--- config.mk ---
export PLATFORM = sky130hd
export DESIGN_NAME = pipe_scoreboard
export DESIGN_NICKNAME = d
export VERILOG_FILES = /design/src/rtl/pipe_scoreboard_pkg.sv /design/src/rtl/pipe_sb_match.sv /design/src/rtl/pipe_scoreboard.sv
export SDC_FILE = /design/constraint.sdc
export NUM_CORES = 1
export LEC_CHECK = 0
export BUFFER_PORTS_ARGS = -buffer_cell sky130_fd_sc_hd__buf_4
export CORE_ASPECT_RATIO = 1.5
export CORE_MARGIN = 2
export CORE_UTILIZATION = 25
export CTS_BUF_LIST = sky130_fd_sc_hd__clkbuf_8
export DETAILED_ROUTE_END_ITERATION = 8
export HOLD_SLACK_MARGIN = 0.08
export PLACE_DENSITY = 0.46
export SYNTH_ARGS = -nofsm -noshare
export SYNTH_HDL_FRONTEND = slang
export SYNTH_SLANG_ARGS = --single-unit
--- constraint.sdc ---
create_clock -name clk -period 6.75 [get_ports clk]
set_input_delay 1.35 -clock clk [delete_from_list [all_inputs] [get_ports clk]]
set_output_delay 1.35 -clock clk [all_outputs]
set_load 0.05 [all_outputs]
--- src/rtl/pipe_scoreboard_pkg.sv ---
`default_nettype none
// pipe_scoreboard_pkg: constants, result classes and the readiness helper shared by the scoreboard.
// Rev 1.0
package pipe_scoreboard_pkg;

  localparam int FWD_RF = 0;
  localparam int STG_EX = 1;
  localparam int STG_MM = 2;
  localparam int STG_WB = 3;

  typedef enum logic {
    CLS_ALU = 1'b0,
    CLS_LD  = 1'b1
  } res_class_e;

  function automatic logic stage_ready(input int unsigned stage, input int unsigned avail);
    return stage >= avail;
  endfunction

endpackage
`default_nettype wire

--- src/rtl/pipe_sb_match.sv ---
`default_nettype none
// pipe_sb_match: priority search of the in-flight entries for one source operand.
// Rev 1.0
module pipe_sb_match
  import pipe_scoreboard_pkg::*;
#(
  parameter int NREG  = 32,
  parameter int DEPTH = 3,
  localparam int RW   = $clog2(NREG),
  localparam int SW   = $clog2(DEPTH + 1),
  localparam int EW   = 1 + RW + SW
) (
  input  logic                en,
  input  logic [RW-1:0]       src,
  input  logic [DEPTH*EW-1:0] entries,
  output logic                hit,
  output logic                ready,
  output logic [SW-1:0]       stage
);

  // Walk from the oldest stage toward stage 1 so the youngest producer is the last writer.
  always_comb begin
    hit   = 1'b0;
    ready = 1'b1;
    stage = '0;
    if (en && (src != '0)) begin
      for (int k = DEPTH; k >= 1; k--) begin
        if (entries[(k-1)*EW + EW-1] && (entries[(k-1)*EW + SW +: RW] == src)) begin
          hit   = 1'b1;
          stage = SW'(k);
          ready = stage_ready(k, 32'(entries[(k-1)*EW +: SW]));
        end
      end
    end
  end

endmodule
`default_nettype wire

--- src/rtl/pipe_scoreboard.sv ---
`default_nettype none
// pipe_scoreboard: tracks in-flight register writes and produces forwarding selects and the issue stall.
// Rev 1.0
module pipe_scoreboard
  import pipe_scoreboard_pkg::*;
#(
  parameter int NREG        = 32,
  parameter int DEPTH       = 3,
  parameter int ALU_AVAIL   = 1,
  parameter int LD_AVAIL    = 2,
  parameter int FLUSH_DEPTH = 1,
  parameter int CNTW        = 16,
  localparam int RW         = $clog2(NREG),
  localparam int SW         = $clog2(DEPTH + 1)
) (
  input  logic            clk,
  input  logic            rst,
  input  logic            issue_valid,
  input  logic [RW-1:0]   issue_rs,
  input  logic [RW-1:0]   issue_rt,
  input  logic            issue_use_rs,
  input  logic            issue_use_rt,
  input  logic [RW-1:0]   issue_rd,
  input  logic            issue_wr,
  input  logic            issue_ld,
  input  logic            flush,
  input  logic            freeze,
  output logic            stall,
  output logic [SW-1:0]   fwd_a,
  output logic [SW-1:0]   fwd_b,
  output logic [CNTW-1:0] stall_cnt
);

  localparam int EW = 1 + RW + SW;
  localparam logic [SW-1:0] c_alu_avail = SW'(ALU_AVAIL);
  localparam logic [SW-1:0] c_ld_avail  = SW'(LD_AVAIL);
  localparam logic [SW-1:0] c_fwd_rf    = SW'(FWD_RF);

  logic            r_v  [STG_EX:DEPTH];
  logic [RW-1:0]   r_rd [STG_EX:DEPTH];
  logic [SW-1:0]   r_av [STG_EX:DEPTH];
  logic [CNTW-1:0] r_cnt;

  logic [DEPTH*EW-1:0] w_entries;
  res_class_e          w_cls;
  logic [SW-1:0]       w_avail;
  logic                w_hit_a, w_rdy_a, w_hit_b, w_rdy_b;
  logic [SW-1:0]       w_stg_a, w_stg_b;
  logic                w_record;

  for (genvar k = 1; k <= DEPTH; k++) begin : g_flat
    assign w_entries[(k-1)*EW +: EW] = {r_v[k], r_rd[k], r_av[k]};
  end

  assign w_cls   = issue_ld ? CLS_LD : CLS_ALU;
  assign w_avail = (w_cls == CLS_LD) ? c_ld_avail : c_alu_avail;

  pipe_sb_match #(.NREG(NREG), .DEPTH(DEPTH)) u_match_a (
    .en      (issue_valid & issue_use_rs),
    .src     (issue_rs),
    .entries (w_entries),
    .hit     (w_hit_a),
    .ready   (w_rdy_a),
    .stage   (w_stg_a)
  );

  pipe_sb_match #(.NREG(NREG), .DEPTH(DEPTH)) u_match_b (
    .en      (issue_valid & issue_use_rt),
    .src     (issue_rt),
    .entries (w_entries),
    .hit     (w_hit_b),
    .ready   (w_rdy_b),
    .stage   (w_stg_b)
  );

  assign stall     = issue_valid & ~(w_rdy_a & w_rdy_b) & ~flush;
  assign fwd_a     = w_hit_a ? w_stg_a : c_fwd_rf;
  assign fwd_b     = w_hit_b ? w_stg_b : c_fwd_rf;
  assign stall_cnt = r_cnt;

  // r0 is never recorded, so it can never appear as a producer.
  assign w_record = issue_valid & issue_wr & ~stall & ~flush & (issue_rd != '0);

  always_ff @(posedge clk or posedge rst) begin
    if (rst) begin
      for (int k = STG_EX; k <= DEPTH; k++) begin
        r_v[k]  <= 1'b0;
        r_rd[k] <= '0;
        r_av[k] <= '0;
      end
      r_cnt <= '0;
    end else if (!freeze) begin
      r_v[STG_EX]  <= w_record;
      r_rd[STG_EX] <= issue_rd;
      r_av[STG_EX] <= w_avail;
      // Younger wrong-path entries landing at or below FLUSH_DEPTH are killed on redirect.
      for (int k = STG_EX + 1; k <= DEPTH; k++) begin
        r_v[k]  <= r_v[k-1] & ~(flush & (k <= FLUSH_DEPTH));
        r_rd[k] <= r_rd[k-1];
        r_av[k] <= r_av[k-1];
      end
      if (stall && (r_cnt != '1)) begin
        r_cnt <= r_cnt + CNTW'(1);
      end
    end
  end

endmodule
`default_nettype wire
==> impl_summary.txt, run 1 <==
----------------------------------------------------
[Outcome]
  Outcome ... finished clean

[Logic synthesis]
  Mapped Area ... 2060 um^2
  Most used flip-flop cell after synthesis ... sky130_fd_sc_hd__dfrtp_1
  YS warnings ... 0
  Number of enable-type register cells in the synthesized netlist ... 0
  Mean cell area of the mapped netlist ... 11.2 um^2
  Total nets after synthesis ... 209
  Instance count of the mapped netlist ... approximately 180
  Register bit total from synthesis ... 38
  Proportion of synthesized chip area in sequential cells ... a little under half
  Fraction of registers with async set/reset ... 100%
  Number of library cell types mapped by synthesis ... 33

[Global routing]
  First-pass GRT wire length ... ~8000 um
  Global routing usage summed across all routing layers ... 11.6%
  GR Overflow Total ... 0
  Initial antenna violation count ... 0
  Maximum number of pins on one net before global-route repair ... 39
  Vias in the first global route ... ~1600

[Power]
  Static leakage power ... approximately 1.2 nW
  P_sw ... ~0.00014 W
  Cell-internal power ... 0.000445 W
  Logic pwr share ... 13.0%
  Clk pwr share ... a little over two fifths
  Switching part of the total ... 24.0%
  Total power divided by cell area ... 222 nW/um^2
  Max VDD drop ... 152 uV
  Register share of total power ... 45.5%

[Finish]
  Fraction of layout cells with a size suffix above 1 ... 32.8%
  Share of the core filled with cells ... 33.0%
  Most common cell after layout, fill and taps aside ... sky130_fd_sc_hd__buf_4
  # diodes ... 0
  Nets@finish ... 256
  Synth-to-layout area growth ... 28.5%
  Commonest cells after routing, fill and taps aside ... 45 x sky130_fd_sc_hd__buf_4, 38 x sky130_fd_sc_hd__dfrtp_1, 25 x sky130_fd_sc_hd__xor2_1

[Floorplan]
  Core region area ... 8010 um^2
  Die Height ... 115 um
  Total number of placement rows ... 40
  Total Die Area ... 8980 um^2
  I/O pin total ... 45
  Starting density of the core ... between 20% and 30%
  Die outline width ... 78.0 um

[Clocking]
  Insertion delay to the later sink of the worst-skew pair ... 0.29 ns
  Post-cts resize count ... 0
  Clock slew seen by the registers of the worst setup and hold paths ... 0.07 ns
  TritonCTS buffer count ... 5
  Number of hold buffers added after CTS ... 0
  CTS tree ... yes
  Number of post-CTS setup repair buffers ... 0
  TritonCTS Sinks ... 38
  Clock tree root buffer cell ... sky130_fd_sc_hd__clkbuf_8
  Number of buffers between clock root and the deepest sink ... 2
  CTS H-tree lvls ... 2

[Worst setup path]
  Critical path fanouts, max ... 5
  Capture point of the worst path ... stall
  Launching element type of the critical path ... input port
  Internal reg-to-reg setup slack ... 4.11 ns
  Startpoint of the worst setup timing path ... issue_rt[1]
  CP arrival ... about 3.3 ns
  Element type at the critical path end ... output pin
  Depth of the worst register-to-register path ... 6
  Critical R2R Capture ... stall_cnt[1]
  Worst reg2reg path startpoint ... r_rd[8]
  Type of the setup path with the least slack ... input port to output pin
  Endpoint required time on the critical path ... 5.40 ns

[Route]
  TritonRoute pass-1 iters ... 4
  Routed len/inst ... about 15 um
  Residual antenna-violating net count after detailed routing ... 0
  Total via count after detailed routing ... about 1500
  Number of remaining DRC errors ... 0
  Final wirelength ... 4970 um
  Via/cell ratio ... ~4.6
  Violation count after the first detailed-routing iteration ... 42

[STA]
  Total count of max-transition violations in the final report ... 0
  Final critical delay including setup and external delays ... 4.61 ns
  Achievable Freq ... 217 MHz
  Clock tree skew after final layout ... a little under 0.007 ns
  Unrepaired setup endpoints after global routing ... no
  Headroom to the max-slew limit ... 53.7%
  Hold violation total from the final report ... 0
  Final sum of negative setup slack ... 0 ns
  Worst slew pin tran ... 0.694 ns
  Number of endpoints failing setup at the final stage ... 0
  Fin crit share ... about two thirds

[Min path]
  Worst min path class ... flop to flop

[Place]
  Port-buffer cells ... 44
  Half-perimeter wire length of the detailed placement result ... 3730 um
  GPL Wtd Cong ... 0.781

[Run]
  Number of maximum-capacitance violations ... 0

----------------------------------------------------
## routing by layer
metal / track usage (%) / share of wire (%) / vias to the layer above
li1: - / - / 753
met1: 14.4 / 42 / 745
met2: 19.1 / 50 / 42
met3: 3.53 / 6.6 / 6
met4: 4.21 / 1.6 / 0
met5: 0 / 0 / -
## state kept, by name, summed over array words and instances, names as in the netlist
register,cells
stall_cnt,16
r_v,3
r_rd,15
r_av,4
## power by group through the flow
stage	Combinational (W)	Sequential (W)	Clock [W]
after floorplan	0.0000521	0.000265	0
after global placement	0.0000772	0.000271	0
after detailed placement	0.0000780	0.000271	0
after CTS	0.0000782	0.000267	0.000251
after global routing	0.0000852	0.000270	0.000262
final	0.0000758	0.000266	0.000243
## stage by stage
stage               hold WS, ns  instances  power [W]  area, um^2  setup WS (ns)
floorplan                 0.450        184   0.000317        2060           2.26
global placement          0.467        329   0.000348        2500           2.23
detailed placement        0.473        329   0.000349        2500           2.15
CTS                       0.492        337   0.000596        2640           2.14
global route              0.536        337   0.000617        2640           2.02
finish                    0.485        337   0.000585        2640           2.14
## Yosys cell counts (all sizes together), types with 2 or more instances
| master | n | area (um^2) |
|---|---|---|
| o211ai | 3 | 22.5 |
| nand3 | 6 | 30.0 |
| mux2 | 19 | 214 |
| and3 | 10 | 65.1 |
| nor2 | 3 | 11.3 |
| clkbuf | 4 | 15.0 |
| or4 | 3 | 22.5 |
| nand4 | 9 | 56.3 |
| a21oi | 2 | 10.0 |
| o21ai | 4 | 20.0 |
| xnor2 | 20 | 175 |
| dfrtp | 38 | 951 |
| xor2 | 25 | 219 |
| nand2 | 9 | 33.8 |
| inv | 6 | 22.5 |
| nor4 | 6 | 37.5 |
| nand4b | 2 | 17.5 |
## layout make-up
class,instances,area (um^2)
well taps,105,131
clock buffers,6,82.6
inverters,6,22.5
clock inverters,2,60.1
fillers,877,5370
multi-input cells,135,1060
flip-flops and latches,38,951
repair buffers,45,338
## worst max-delay path, stage by stage
cell                       delay (ns)
sky130_fd_sc_hd__buf_4           0.13
sky130_fd_sc_hd__or4_1           0.53
sky130_fd_sc_hd__o211ai_1        0.37
sky130_fd_sc_hd__a2bb2o_1        0.32
sky130_fd_sc_hd__nand2_1         0.06
sky130_fd_sc_hd__o21ai_0         0.10
sky130_fd_sc_hd__and3b_1         0.20
sky130_fd_sc_hd__buf_4           0.19
## how the worst min path moves through the flow
stage,start,cells past startpoint,end
finish,r_av[2],2,r_av[2]
global route,stall_cnt[14],1,stall_cnt[14]
CTS,r_av[2],2,r_av[2]
detailed placement,r_av[2],2,r_av[2]
global placement,r_av[2],2,r_av[2]
floorplan,r_av[2],2,r_av[2]
## logic make-up (layout without fill, tap and decap cells)
kind of cell / after synthesis / after routing / share of synthesized area (%)
muxes: 20 / 20 / 10.9
DFF: 38 / 38 / 46.3
and+or+nand+nor: 53 / 53 / 15.1
adders and majority gates: 1 / 1 / 0.609
AOI/OAI and AO/OA: 16 / 16 / 5.60
buffers and inverters: 11 / 59 / 2.37
xor gates and xnor gates: 45 / 45 / 19.2
Note: power is estimated with default switching activity, not from simulation.
==> inputs of run 2 (changes only) <==
Settings changed: PLACE_DENSITY 0.46 to 0.47.
Clock period 6.75 ns to 4.2 ns, I/O delays scaled along.
==> run 2 against run 1 <==
Net effect:
- critical endpoint unchanged
- highest routed layer unchanged
- non-clock buffer count unchanged
- sequential power increased by 61%
- combinational power rose by 62%
- clock skew decreased by 0.0011 ns
- design area fell by 1.3%
- via count decreased by 2.1%
- critical path depth is the same
- critical path type unchanged
==> impl_summary.txt, run 2 (synthesis results as in run 1) <==
----------------------------------------------------
[Power]
  Static leakage power ... 1.18 nW (-1.1%)
  Cell-internal power ... 0.000636 W (+43%)
  Register share of total power ... 49.7% (+4.2 points)
  Clk pwr share ... 36.0% (-5.6 points)
  Total power divided by cell area ... 329 nW/um^2 (+49%)
  P_sw ... 0.000222 W (+58%)
  Max VDD drop ... 147 uV (-3.1%)
  Logic pwr share ... 14.3% (+1.3 points)
  Switching part of the total ... 25.9% (+1.9 points)

[Outcome]
  Outcome ... finished clean

[STA]
  Clock tree skew after final layout ... 0.00565 ns (-0.00110 ns)
  Unrepaired setup endpoints after global routing ... no
  Final sum of negative setup slack ... 0 ns (unchanged)
  Setup slack after layout ... 0.660 ns (-1.48 ns)
  Worst slew pin tran ... 0.718 ns (+0.0241 ns)
  Fin crit share ... 84.3%
  Headroom to the max-slew limit ... 52.1% (-1.6 points)
  Final critical delay including setup and external delays ... 3.54 ns
  Total count of max-transition violations in the final report ... 0 (unchanged)
  Achievable Freq ... around 280 MHz
  Hold violation total from the final report ... 0 (unchanged)
  Number of endpoints failing setup at the final stage ... 0 (unchanged)

[Worst setup path]
  Cell depth of the worst setup path ... 8 (unchanged)
  Element type at the critical path end ... output pin
  Endpoint required time on the critical path ... 3.36 ns (-2.04 ns)
  Most repeated library cell on the critical path ... sky130_fd_sc_hd__buf_4
  Longest individual stage delay on the worst path ... 0.53 ns (about the same)
  CP arrival ... 2.70 ns (-0.56 ns)
  Library cell contributing the largest single delay on the critical path ... sky130_fd_sc_hd__or4_1
  Ordered cell list for the critical path ... buf_4 -> or4_1 -> o211ai_1 -> a2bb2o_1 -> nand2_1 -> o21ai_0 -> and3b_1 -> buf_4
  Sum of buffers and inverters on the critical path ... 2 (unchanged)
  Launching element type of the critical path ... input port
  Type of the setup path with the least slack ... input port to output pin
  Depth of the worst register-to-register path ... 6 (unchanged)
  Cell type group with the largest total delay on the critical path ... simple AND/OR/NAND/NOR gates
  Critical path fanouts, max ... 5 (unchanged)

[Floorplan]
  Die outline width ... 78.0 um (unchanged)
  I/O pin total ... 45 (unchanged)
  Starting density of the core ... 25.7% (unchanged)
  Core region area ... 8010 um^2 (unchanged)
  Total number of placement rows ... 40 (unchanged)
  Total Die Area ... 8980 um^2 (unchanged)
  Die Height ... 115 um (unchanged)

[Route]
  Via/cell ratio ... 4.49 (-2.1%)
  Residual antenna-violating net count after detailed routing ... 0 (unchanged)
  Number of remaining DRC errors ... 0 (unchanged)
  Routed len/inst ... 14.7 um (-0.48%)
  Total via count after detailed routing ... 1513 (-2.1%)
  Final wirelength ... 4950 um (-0.48%)
  TritonRoute pass-1 iters ... 4 (unchanged)
  Violation count after the first detailed-routing iteration ... 74 (+76%)

[Clocking]
  Insertion delay to the later sink of the worst-skew pair ... 0.29 ns (about the same)
  TritonCTS buffer count ... 5 (unchanged)
  Number of post-CTS setup repair buffers ... 0 (unchanged)
  Post-cts resize count ... 0 (unchanged)
  CTS H-tree lvls ... 2 (unchanged)
  Clock tree root buffer cell ... sky130_fd_sc_hd__clkbuf_8
  Clock slew seen by the registers of the worst setup and hold paths ... 0.07 ns (about the same)
  Number of hold buffers added after CTS ... 0 (unchanged)
  CTS tree ... yes
  Number of buffers between clock root and the deepest sink ... 2 (unchanged)
  TritonCTS Sinks ... 38 (unchanged)

[Finish]
  Synth-to-layout area growth ... 26.8%
  # diodes ... 0 (unchanged)
  Count of fill cells added during filler insertion ... 851 (-3.0%)
  Total area of multi-input combinational cells ... 1060 um^2 (unchanged)
  Combined flip-flop and latch cell area ... 951 um^2 (unchanged)
  Fraction of layout cells with a size suffix above 1 ... 32.8% (unchanged)
  Commonest cells after routing, fill and taps aside ... 45 x sky130_fd_sc_hd__buf_4, 38 x sky130_fd_sc_hd__dfrtp_1, 25 x sky130_fd_sc_hd__xor2_1
  Nets@finish ... 256 (unchanged)
  Flip-flop count of the largest register, all copies and words added ... 16 (unchanged)
  Most common cell after layout, fill and taps aside ... sky130_fd_sc_hd__buf_4

[Place]
  GPL Wtd Cong ... 0.863 (+11%)
  Worst setup slack after placement ... 0.669 ns (-1.48 ns)
  Half-perimeter wire length of the detailed placement result ... 3760 um (+0.64%)
  Port-buffer cells ... 44 (unchanged)

[Global routing]
  First-pass GRT wire length ... 8140 um (+0.94%)
  Maximum number of pins on one net before global-route repair ... 39 (unchanged)
  Vias in the first global route ... 1603 (-0.93%)
  Initial antenna violation count ... 0 (unchanged)
  GR Overflow Total ... 0 (unchanged)
  Global routing usage summed across all routing layers ... 11.5% (-0.12 points)

[Min path]
  Worst min path class ... flop to flop
  Hold path depth ... 2 (unchanged)

[Run]
  Number of maximum-capacitance violations ... 0 (unchanged)

----------------------------------------------------
run 2: cell count changes in the layout (fill, tap and decap cells not counted):
cell / before / now
sky130_fd_sc_hd__clkinv_2: 0 / 2
sky130_fd_sc_hd__bufinv_16: 2 / 1
sky130_fd_sc_hd__clkbuf_8: 6 / 5
run 2: metal layers:
layer / track usage (%) / up-vias / wire length (um)
met5: 0 / - / 0
met4: 3.86 / 0 / 56
met3: 3.53 / 5 / 322
met2: 18.5 / 44 / 2340
met1: 14.7 / 712 / 2230
li1: - / 752 / -
run 2: metrics by stage:
step / util, % / cells / hold slack (ns) / power (W) / instance area, um^2
after floorplan: - / 184 / 0.450 / 0.000509 / 2060
after global placement: 31.2 / 329 / 0.465 / 0.000559 / 2500
after detailed placement: 31.2 / 329 / 0.482 / 0.000560 / 2500
after CTS: 32.6 / 337 / 0.510 / 0.000876 / 2610
after global routing: 32.6 / 337 / 0.536 / 0.000905 / 2610
final: 32.6 / 337 / 0.502 / 0.000858 / 2610
run 2: path summary, 6_finish.rpt:
kind | end | slack [ns] | startpoint
min | r_av[3] | 0.50 | r_av[3]
max | stall | 0.66 | issue_rt[1]
max reg2reg | stall_cnt[1] | 1.55 | r_rd[8]
max in group asynchronous | stall_cnt[13] | 3.18 | rst
min reg2reg | r_av[3] | 0.50 | r_av[3]
min in group asynchronous | stall_cnt[5] | 0.67 | rst
run 2: worst register-to-register path: stages (launching register included):
cell	delay, ns
sky130_fd_sc_hd__dfrtp_1	0.43
sky130_fd_sc_hd__xor2_1	0.18
sky130_fd_sc_hd__nor4_1	0.51
sky130_fd_sc_hd__nand4b_1	0.18
sky130_fd_sc_hd__o32a_1	0.22
sky130_fd_sc_hd__o22ai_2	0.61
sky130_fd_sc_hd__mux2_2	0.41
run 2: area by class of cell:
type | count | share of cell area, %
Timing Repair Buffer | 45 | 13.0
Sequential cell | 38 | 36.5
Clock buffer | 5 | 2.64
Clock inverter | 3 | 1.54
Tap cell | 105 | 5.04
Multi-Input combinational cell | 135 | 40.5
Inverter | 6 | 0.864
run 2: power by group through the flow:
stage / logic, W / clock network (W) / registers, W
floorplan: 0.0000837 / 0 / 0.000426
global placement: 0.000124 / 0 / 0.000436
finish: 0.000123 / 0.000309 / 0.000427
global route: 0.000138 / 0.000336 / 0.000432
CTS: 0.000126 / 0.000322 / 0.000428
detailed placement: 0.000125 / 0 / 0.000435
